## config.mk

```make
export PLATFORM = sky130hd
export DESIGN_NAME = tdc_thermo_accum_flat
export DESIGN_NICKNAME = d
export VERILOG_FILES = /design/src/rtl/tdc_thermo_accum_if.sv /design/src/rtl/tdc_thermo_accum.sv /design/src/flat_wrapper.sv
export SDC_FILE = /design/constraint.sdc
export NUM_CORES = 1
export LEC_CHECK = 0
export CAP_MARGIN = 20
export CORE_ASPECT_RATIO = 2
export CORE_UTILIZATION = 40
export CTS_BUF_LIST = sky130_fd_sc_hd__clkbuf_8
export CTS_CLUSTER_SIZE = 14
export DETAILED_ROUTE_END_ITERATION = 6
export PLACE_DENSITY = 0.75
export RECOVER_POWER = 50
export SLEW_MARGIN = 15
export SYNTH_ARGS = -nofsm -noshare
export SYNTH_HDL_FRONTEND = slang
export SYNTH_SLANG_ARGS = --single-unit
```

## constraint.sdc

```tcl
create_clock -name clk -period 5.09 [get_ports clk]
set_input_delay 0.7635 -clock clk [delete_from_list [all_inputs] [get_ports clk]]
set_output_delay 0.7635 -clock clk [all_outputs]
set_load 0.02 [all_outputs]
```

## src/rtl/tdc_thermo_accum_if.sv

```systemverilog
// Result handshake bundle for the thermometer TDC accumulator.
// The core drives the result through master; the consumer uses slave.
interface tdc_thermo_accum_if #(
   parameter int TAPS     = 8,
   parameter int AVG_LOG2 = 3
);
   localparam int CODE_W = $clog2(TAPS + 1);
   localparam int ACC_W  = CODE_W + AVG_LOG2;

   logic                res_valid;
   logic                res_ready;
   logic [ACC_W-1:0]    res_sum;
   logic [CODE_W-1:0]   res_avg;
   logic [CODE_W-1:0]   res_min;
   logic [CODE_W-1:0]   res_max;
   logic [AVG_LOG2:0]   bubble_cnt;

   modport master (
      output res_valid, res_sum, res_avg,
      output res_min, res_max, bubble_cnt,
      input  res_ready
   );

   modport slave (
      input  res_valid, res_sum, res_avg,
      input  res_min, res_max, bubble_cnt,
      output res_ready
   );
endinterface

```

## src/rtl/tdc_thermo_accum.sv

```systemverilog
// Thermometer-code TDC sampler: synchronises taps, popcounts them and
// accumulates 2^AVG_LOG2 samples into sum/avg/min/max/bubble statistics.
module tdc_thermo_accum #(
   parameter int TAPS     = 8,
   parameter int AVG_LOG2 = 3
) (
   input  logic            clk,
   input  logic            rst,
   input  logic [TAPS-1:0] term,
   input  logic            meas_strobe,
   input  logic            cmd_start,
   output logic            busy,
   tdc_thermo_accum_if.master res
);
   localparam int CODE_W = $clog2(TAPS + 1);
   localparam int ACC_W  = CODE_W + AVG_LOG2;
   localparam int CNT_W  = AVG_LOG2 + 1;
   localparam int N      = 1 << AVG_LOG2;
   localparam logic [CNT_W-1:0] LAST = CNT_W'(N - 1);

   typedef enum logic [1:0] {IDLE, ACCUM, DONE} state_t;

   state_t            state;
   logic [TAPS-1:0]   sync1, sync2;
   logic              stb1, stb2;
   logic [ACC_W-1:0]  acc;
   logic [CNT_W-1:0]  cnt;
   logic [CODE_W-1:0] mn, mx;
   logic [CNT_W-1:0]  bub;
   logic              valid;
   logic [CODE_W-1:0] code;
   logic              bubble;

   always_comb begin
      code = '0;
      for (int i = 0; i < TAPS; i++)
         code = code + CODE_W'(sync2[i]);
   end

   // A one above a zero anywhere breaks the thermometer shape.
   assign bubble = |(sync2[TAPS-1:1] & ~sync2[TAPS-2:0]);

   always_ff @(posedge clk) begin
      if (rst) begin
         state <= IDLE;
         sync1 <= '0;
         sync2 <= '0;
         stb1  <= 1'b0;
         stb2  <= 1'b0;
         acc   <= '0;
         cnt   <= '0;
         mn    <= '0;
         mx    <= '0;
         bub   <= '0;
         valid <= 1'b0;
         busy  <= 1'b0;
      end else begin
         sync1 <= term;
         sync2 <= sync1;
         stb1  <= meas_strobe;
         stb2  <= stb1;
         unique case (state)
            IDLE: begin
               if (cmd_start) begin
                  state <= ACCUM;
                  busy  <= 1'b1;
                  acc   <= '0;
                  cnt   <= '0;
                  bub   <= '0;
                  mn    <= '1;
                  mx    <= '0;
                  stb1  <= 1'b0;
                  stb2  <= 1'b0;
               end
            end
            ACCUM: begin
               if (stb2) begin
                  acc <= acc + ACC_W'(code);
                  cnt <= cnt + 1'b1;
                  if (code < mn) mn <= code;
                  if (code > mx) mx <= code;
                  if (bubble) bub <= bub + 1'b1;
                  if (cnt == LAST) begin
                     state <= DONE;
                     valid <= 1'b1;
                  end
               end
            end
            DONE: begin
               if (res.res_ready) begin
                  state <= IDLE;
                  busy  <= 1'b0;
                  valid <= 1'b0;
               end
            end
            default: begin
               state <= IDLE;
               busy  <= 1'b0;
               valid <= 1'b0;
            end
         endcase
      end
   end

   assign res.res_valid  = valid;
   assign res.res_sum    = acc;
   assign res.res_avg    = CODE_W'(acc >> AVG_LOG2);
   assign res.res_min    = mn;
   assign res.res_max    = mx;
   assign res.bubble_cnt = bub;
endmodule

```

## src/flat_wrapper.sv

```systemverilog
// flat-port wrapper written by rule: the top's interface ports become plain ports
module tdc_thermo_accum_flat 
#(
   parameter int TAPS     = 8,
   parameter int AVG_LOG2 = 3
)
  (clk, rst, term, meas_strobe, cmd_start, busy, res_res_valid, res_res_sum, res_res_avg, res_res_min, res_res_max, res_bubble_cnt, res_res_ready);
  tdc_thermo_accum_if #(.TAPS(TAPS), .AVG_LOG2(AVG_LOG2)) res_i ();
  input  logic clk;
  input  logic rst;
  input  logic [TAPS-1:0] term;
  input  logic meas_strobe;
  input  logic cmd_start;
  output logic busy;
  output wire logic [$bits(res_i.res_valid)-1:0] res_res_valid;
  output wire logic [$bits(res_i.res_sum)-1:0] res_res_sum;
  output wire logic [$bits(res_i.res_avg)-1:0] res_res_avg;
  output wire logic [$bits(res_i.res_min)-1:0] res_res_min;
  output wire logic [$bits(res_i.res_max)-1:0] res_res_max;
  output wire logic [$bits(res_i.bubble_cnt)-1:0] res_bubble_cnt;
  input wire logic [$bits(res_i.res_ready)-1:0] res_res_ready;
  assign res_res_valid = res_i.res_valid;
  assign res_res_sum = res_i.res_sum;
  assign res_res_avg = res_i.res_avg;
  assign res_res_min = res_i.res_min;
  assign res_res_max = res_i.res_max;
  assign res_bubble_cnt = res_i.bubble_cnt;
  assign res_i.res_ready = res_res_ready;
  tdc_thermo_accum #(.TAPS(TAPS), .AVG_LOG2(AVG_LOG2)) u_core (.clk(clk), .rst(rst), .term(term), .meas_strobe(meas_strobe), .cmd_start(cmd_start), .busy(busy), .res(res_i));
endmodule
```

After elaboration in Yosys (flattened, before gate mapping). Cells that the tools add are included. Widths: inputs -> output; s select.

Flip-flop bits (word level): 45. Latch bits: 0. RAM bits: 0. Memory bits (read-only): 0. Bits of input ports: 13. Output and inout bits: 25. Memories kept: 0.

$add $sub $neg: 10. Multiply operators: 0. Divide/modulo/power cells: 0. Magnitude comparators: 2. Equal/unequal tests: 10. Shift operators: 0. Multiplexer cells: 31. Bitwise gates (word level): 4. Reductions and logical operators: 10.

Operators with widths (number): $mux 4 (9); $pmux 4 s2 (4); $add 4x1->4 (6); $reduce_and 4->1 (5); $mux 7 (2); $pmux 7 s2 (1); $ne 2x1->1 const B (5); $add 4x1->4 const B (2); $mux 1 (8); $mux 2 (4); $add 7x4->7 (1); $and 7x7->7 (1); $not 7->7 (1); $reduce_or 7->1 (1); $pmux 1 s3 (2); $pmux 2 s3 (1); $reduce_and 3->1 (2); $eq 4x3->1 const B (1); $gt 4x4->1 (1); $lt 4x4->1 (1); $ne 2x2->1 const B (2); $add 1x1->2 (1); $eq 2x1->1 const B (1); $eq 2x2->1 const B (1); other kinds (3) (4).

Depth between registers and ports, before layout. Gate-level depths: netlist (run 1).

Depth after elaboration: 11. Gate-level depth with buffers: 14.

Worst setup path after synthesis (run 1). Ideal clock, no wire load.

Kind: register to register. Start point: register u_core.sync2[0]. End point: register u_core.mx[0], in the netlist u_core.res.res_max[0]. Arrival time: 3.614 ns. Data required time: 4.960 ns. Setup slack: 1.346 ns. Cell stages (with the launch flop): 15. Path buffers: 0. Period minus slack after synthesis: 3.744 ns. Cells stage by stage: dfxtp_1 > ha_1 > inv_1 > fa_1 > fa_1 > inv_1 > fa_1 > inv_1 > fa_1 > inv_1 > ha_1 > and4_1 > a211o_1 > a31oi_1 > o32ai_1.

Longest elaborated chain between the ends: 10. Elaborated cells on any way between the ends: 13.

Ends and longest elaborated chain: from (decl) (line tdc_thermo_accum.sv:24) `logic [TAPS-1:0] sync1, sync2;`; from (signal assigned) (line tdc_thermo_accum.sv:59) `sync2 <= sync1;`; $add 1x1->2 * (line tdc_thermo_accum.sv:37) `code = code + CODE_W'(sync2[i]);`; $add 4x1->4 * (6 in a row) (line tdc_thermo_accum.sv:37); $gt 4x4->1 or $mux 4 (tied branches) (line tdc_thermo_accum.sv:81) `if (code > mx) mx <= code;`; $ne 2x1->1 (no source line) or $mux 4 (tied branches); $reduce_and 4->1 (no source line) or $pmux 4 s2 (tied branches); to (signal assigned) (line tdc_thermo_accum.sv:81); to (decl) (line tdc_thermo_accum.sv:28) `logic [CODE_W-1:0] mn, mx;`.

Every way passes the cells marked *; elsewhere a longest branch is shown, timed or not. The select of a mux whose other input is x is not followed. A chain may end at the register's enable or synchronous reset.

Final worst setup path (run 1).
Start point: register u_core.sync2[1]. End point: register u_core.mx[2], in the netlist u_core.res.res_max[2].

The elaborated chain is that of the path after synthesis.

==> impl_results.md, run 1 <==
* Status: complete, no violations
* WP data required at 5260 ps
* Leak at 1.12 nW
* DP HPWL at 3.52 mm
* Power Dens Cells at 267 nW/um2
* Fillcell total at 508
* Total of max-cap violations at 0
* Clock buffer depth at 2
* Largest net degree at the start of global routing at 24
* Slew @ Worst Pin at 932 ps
* Post-synth top area share at 40.8%
* Vias/cell at 5.28
* Clock Skew at 5.92 ps
* Hold worst-path end: u_core.stb2
* Fin Setup TNS at 0 ps
* RSZ-0062 raised after global routing: no
* VDD IR max at 0.266 mV
* RR Startpoint: u_core.sync2[1]
* GPL Wtd Cong at 0.802
* Met2 Use GR at 32.0%
* Hold depth at 1
* Hold_sp: u_core.stb1
* Worst setup SP type: register
* Post-synthesis async set-or-reset flop share at 0%
* EDFF count, synth at 0
* Clock Latency Late Sink at 310 ps
* Crit Path Class: register to register
* Flop and latch count out of synthesis at 45
* CTS tree: built
* Cell row count at 38
* Die Ht at 107 um
* Antenna cells at 0
* Total track usage at 17.6%
* Antenna-violating nets left at 0
* Worst R2R Path Depth at 14
* Grt ovf at 0
* Met1 Track Usage GR at 17.8%
* Starting DRT DRC Count at 14
* Max-slew violations at 0
* Area of the multi-input gates at 1150 um2
* WP data arrival at 4320 ps
* Residual DRC count at 0
* Initial Util at 41.1%
* Tmin final at 4140 ps
* Pre-Repair DR Iteration Count at 4
* Total power at 0.719 mW
* CTS Sinks at 45
* Yosys top cell by area: dfxtp_1
* Register area at 901 um2
* Final hold vios at 0
* Post-Syn Instances at 233
* Number of setup violations in the final report at 0
* Synth Warn # at 0
* Top FF cell, synth: dfxtp_1
* Synthesized cell area at 2210 um2
* Hold crit path type: register to register
* # hold bufs at CTS at 0
* # nets final at 302
* Initial antenna violation count at 0
* Final Util at 50.1%
* CTS resizes at 0
* Period utilization at 81.4%
* Sequential element share of the synthesized area at 40.8%
* CTS Buf Count at 5
* Synthesized area per cell at 9.48 um2
* Core area at 5370 um2
* Die Area at 5840 um2
* First-pass GRT wire length at 7.45 mm
* Capturing point of the worst reg2reg path: u_core.res.res_max[2]
* Post-synth cell types at 43
* Die Width at 54.5 um
* Per-cell routed wire length at 14.0 um
* Rel. slew slack at 37.9%
* Worst Setup End Kind: register
* Routed WL at 4.59 mm
* Area growth from synthesis to layout at 21.9%
* FMAX at 0.241 GHz
* Total number of vias at 1732
* Share of layout cells above drive strength 1 at 5.60%
* Vias in the first global route at 1713
* Clock root buffer: clkbuf_8
* Top post-synthesis cells by area: dfxtp_1 (41%), ha_1 (9.6%), nor2b_1 (7.1%)
* Port bufs at 37
* CP Max Fanout at 6
* Busiest grt layer: met2
* Worst reg-to-reg setup slack at 950 ps
* Htree depth at 2
* Met3 GRT Util at 2.98%
* IO Pins at 38
* Syn Nets at 268
* Post-CTS setup repair buffer count at 0
* Clock-pin slew on the worst setup and hold paths at 80 ps
## synthesized netlist by cell type (4+ instances only)
library cell  instances
dfxtp_1              45
inv_1                25
nor2b_1              25
ha_1                 17
nor2_1               16
a21oi_1              13
nand2_1               9
mux2i_1               6
buf_4                 5
clkbuf_1              5
fa_1                  5
a211oi_1              4
nand3_1               4
o221a_2               4
o32ai_1               4
or3_1                 4
xnor2_1               4
## critical path, stage by stage (launching register included)
cell and delay (ps):
dfxtp_1 330, ha_1 270, inv_1 50, fa_1 500, fa_1 410, inv_1 70
fa_1 180, inv_1 50, fa_1 370, xnor2_1 480, ha_1 350, and4_1 200
a211o_1 280, a31oi_1 340, o32ai_1 130
## final cells by class
type,instances,area share (%)
tap,60,2.79
clock buffer,6,3.07
sequential,45,33.5
multi-input combinational,152,42.8
inverter,25,3.49
timing repair buffer,38,13.9
clock inverter,2,0.511
## flip-flops by register name, indices dropped and copies added, names as in the netlist
register               cells
u_core.stb1                1
u_core.res.res_valid       1
u_core.res.bubble_cnt      4
u_core.res.res_min         4
u_core.sync1               8
u_core.res.res_max         4
u_core.cnt                 4
u_core.stb2                1
u_core.res.res_sum         7
u_core.state               2
u_core.busy                1
u_core.sync2               8
## logic make-up after synthesis
kind of cell | synth area share, %
AND/OR/NAND/NOR | 18.5
flip-flops | 40.8
AO/OA/AOI/OAI | 14.8
buffers and inverters | 7.03
adder cells (fa/ha/maj) | 14.2
multiplexers | 2.72
XOR/XNOR | 1.98
## layer usage
metal / share of wire, % / up-vias
met1: 37 / 822
met2: 58 / 37
met3: 2.4 / 7
met4: 2.8 / 0
met5: 0 / -
li1: - / 866
## how the worst max path moves through the flow
stage                          from                    end  slack [ps]  cells after the start
CTS                 u_core.sync2[1]  u_core.res.res_max[2]         910                     14
detailed placement  u_core.sync2[1]  u_core.res.res_max[2]         920                     14
floorplan           u_core.sync2[0]  u_core.res.res_max[0]        1350                     14
global route        u_core.sync2[1]  u_core.res.res_max[2]         710                     14
finish              u_core.sync2[1]  u_core.res.res_max[2]         950                     14
global placement    u_core.sync2[1]  u_core.res.res_max[1]        1070                     14
## report_power, final
part	leakage (nW)	total [mW]	switching (mW)	internal (mW)
Combinational	0.699	0.112	0.0607	0.0518
Clock	0.0512	0.233	0.123	0.110
Sequential	0.368	0.374	0.00938	0.364
## placed cells by master, fill, tap and decap left out, types with 2 or more instances in the layout
cell type / count
nand2_1: 9
o32ai_1: 4
dfxtp_1: 45
nor2b_1: 25
xnor2_1: 4
inv_1: 25
fa_1: 5
o21ai_0: 3
o221a_2: 4
nand3_1: 4
a21oi_1: 13
and2_1: 2
a21o_1: 2
nand2b_1: 2
nor4_1: 3
a211oi_1: 4
clkdlybuf4s50_1: 21
ha_1: 17
o211ai_1: 3
nor3b_1: 3
nor2_1: 16
clkbuf_8: 6
dlygate4sd3_1: 16
mux2i_1: 6
o2bb2ai_1: 2
or3_1: 4
## through the flow
step / hold slack [ps] / instance area (um2) / std cells / worst slack [ps]
finish: 434 / 2690 / 328 / 946
global route: 448 / 2690 / 328 / 708
CTS: 440 / 2700 / 328 / 912
detailed placement: 420 / 2600 / 320 / 925
global placement: 412 / 2600 / 320 / 1070
floorplan: 406 / 2210 / 233 / 1350
No activity file was read; power rests on OpenSTA's default activity.
==> run 2, diff against run 1 <==
Clock period 5.09 ns to 4 ns, I/O delays scaled along.
==> impl_results.md, run 2 (synthesized netlist as in run 1, its figures left out) <==
* Status: complete, no violations
* CTS Sinks at 45
* Crit Path Class: register to register
* CP max stage delay at 560 ps
* Worst reg-to-reg setup slack at 130 ps
* RR Startpoint: u_core.sync2[1]
* Slowest-stage cell, CP: fa_2
* Max-slew violations at 0
* Final hold vios at 0
* Hold depth at 1
* IO Pins at 38
* Cell row count at 38
* DP HPWL at 3.64 mm
* Vias/cell at 5.35
* CP Max Fanout at 4
* Htree depth at 2
* Clock-pin slew on the worst setup and hold paths at 80 ps
* WP data arrival at 4060 ps
* Die Width at 54.5 um
* Die Ht at 107 um
* Worst Setup End Kind: register
* Most common library cell in the layout ignoring fill and taps: dfxtp_1
* Number of setup violations in the final report at 0
* Rel. slew slack at 59.5%
* Total track usage at 18.8%
* Comb pwr share at 17.5%
* Residual DRC count at 0
* Largest net degree at the start of global routing at 17
* CTS Buf Count at 5
* Commonest non-fill, non-tap cells in the layout: dfxtp_1 (45), inv_1 (26), nor2b_1 (25)
* Grt ovf at 0
* Switching power at 0.245 mW
* Sequential Power Share at 52.7%
* WP data required at 4190 ps
* Starting DRT DRC Count at 31
* Antenna-violating nets left at 0
* Hold_sp: u_core.sync1[4]
* Delay-heaviest family, CP: adder cells
* Antenna cells at 0
* Tmin final at 3870 ps
* FMAX at 0.258 GHz
* Per-cell routed wire length at 14.2 um
* First-pass GRT wire length at 7.86 mm
* # hold bufs at CTS at 0
* Area growth from synthesis to layout at 24.1%
* Power Dens Cells at 329 nW/um2
* Hold worst-path end: u_core.sync2[4]
* CP bufs+invs at 5
* CTS resizes at 0
* Share of layout cells above drive strength 1 at 8.49%
* Port bufs at 37
* Vias in the first global route at 1811
* Fin worst setup slack at 128 ps
* Core area at 5370 um2
* Clock Skew at 9.63 ps
* Power share of the clock group at 29.8%
* Pre-Repair DR Iteration Count at 4
* Initial Util at 41.1%
* Routed WL at 4.71 mm
* Int Power at 0.657 mW
* Die Area at 5840 um2
* Initial antenna violation count at 0
* Leak at 1.14 nW
* Clock root buffer: clkbuf_8
* CTS tree: built
* Clock Latency Late Sink at 300 ps
* Worst R2R Path Depth at 15
* Capturing point of the worst reg2reg path: u_core.res.res_min[1]
* Total number of vias at 1772
* Hold crit path type: register to register
* GPL Wtd Cong at 0.856
* # nets final at 305
* Slew @ Worst Pin at 607 ps
* VDD IR max at 0.272 mV
* Final Util at 51.0%
* Total of max-cap violations at 0
* Worst path most repeated cell: inv_1
* Period utilization at 96.8%
* Critical path, cell by cell: ha_1 -> inv_1 -> fa_1 -> fa_1 -> inv_1 -> fa_2 -> inv_2 -> fa_2 -> inv_1 -> buf_4 -> ha_1 -> o211ai_1 -> o21ai_0 -> a21oi_2 -> o221a_2
* Clock buffer depth at 2
* Sw frac at 27.2%
* Worst setup SP type: register
* Post-CTS setup repair buffer count at 0
* Post-place setup slack at 85.0 ps
==> run 2: per-stage QoR <==
| stage | area [um2] | setup TNS, ps | instances | hold slack, ps | total power [mW] |
|---|---|---|---|---|---|
| 6_report | 2740 | 0 | 331 | 440 | 0.902 |
| 5_1_grt | 2740 | -22.0 | 331 | 469 | 0.949 |
| 4_1_cts | 2710 | 0 | 331 | 444 | 0.901 |
| 3_5_place_dp | 2620 | 0 | 323 | 425 | 0.636 |
| 3_3_place_gp | 2620 | 0 | 323 | 414 | 0.632 |
| 2_1_floorplan | 2210 | 0 | 233 | 406 | 0.582 |
==> run 2: power by group through the flow <==
stage	logic (mW)	registers, mW	clock network (mW)
2_1_floorplan	0.0919	0.490	0
3_3_place_gp	0.146	0.486	0
3_5_place_dp	0.150	0.486	0
5_1_grt	0.175	0.478	0.297
6_report	0.158	0.476	0.269
4_1_cts	0.151	0.476	0.275
==> run 2: worst max-delay path by stage <==
stage | start | endpoint | slack (ps) | cells after the start
2_1_floorplan | u_core.sync2[0] | u_core.res.res_max[0] | 260 | 14
3_3_place_gp | u_core.sync2[0] | u_core.res.res_max[1] | 180 | 14
3_5_place_dp | u_core.sync2[0] | u_core.res.res_max[0] | 80 | 14
4_1_cts | u_core.sync2[0] | u_core.res.res_max[0] | 70 | 14
5_1_grt | u_core.sync2[1] | u_core.res.res_min[1] | -10 | 15
6_report | u_core.sync2[1] | u_core.res.res_min[1] | 130 | 15
==> run 2: layer usage <==
layer | share of wire (%) | global-route usage, %
met1 | 35 | 17.9
met2 | 59 | 34.3
met5 | 0 | 0
met4 | 3.4 | 10.4
met3 | 2.5 | 3.55
==> run 2: final cells by class <==
type,instances,area [um2]
Clock buffer,5,68.8
Clock inverter,3,15.0
Fill cell,508,2630
Inverter,25,93.8
Multi-Input combinational cell,152,1190
Sequential cell,45,901
Tap cell,60,75.1
Timing Repair Buffer,41,393
==> run 2: worst reg2reg max path, cell delays in order (launching register included) <==
cell and delay (ps):
dfxtp_1 330, ha_1 270, inv_1 40, fa_1 490, fa_1 410, inv_1 80, fa_2 210, inv_2 50
fa_2 560, inv_1 50, buf_4 140, ha_1 290, o211ai_1 80, o21ai_0 320, a21oi_2 150, o221a_2 290
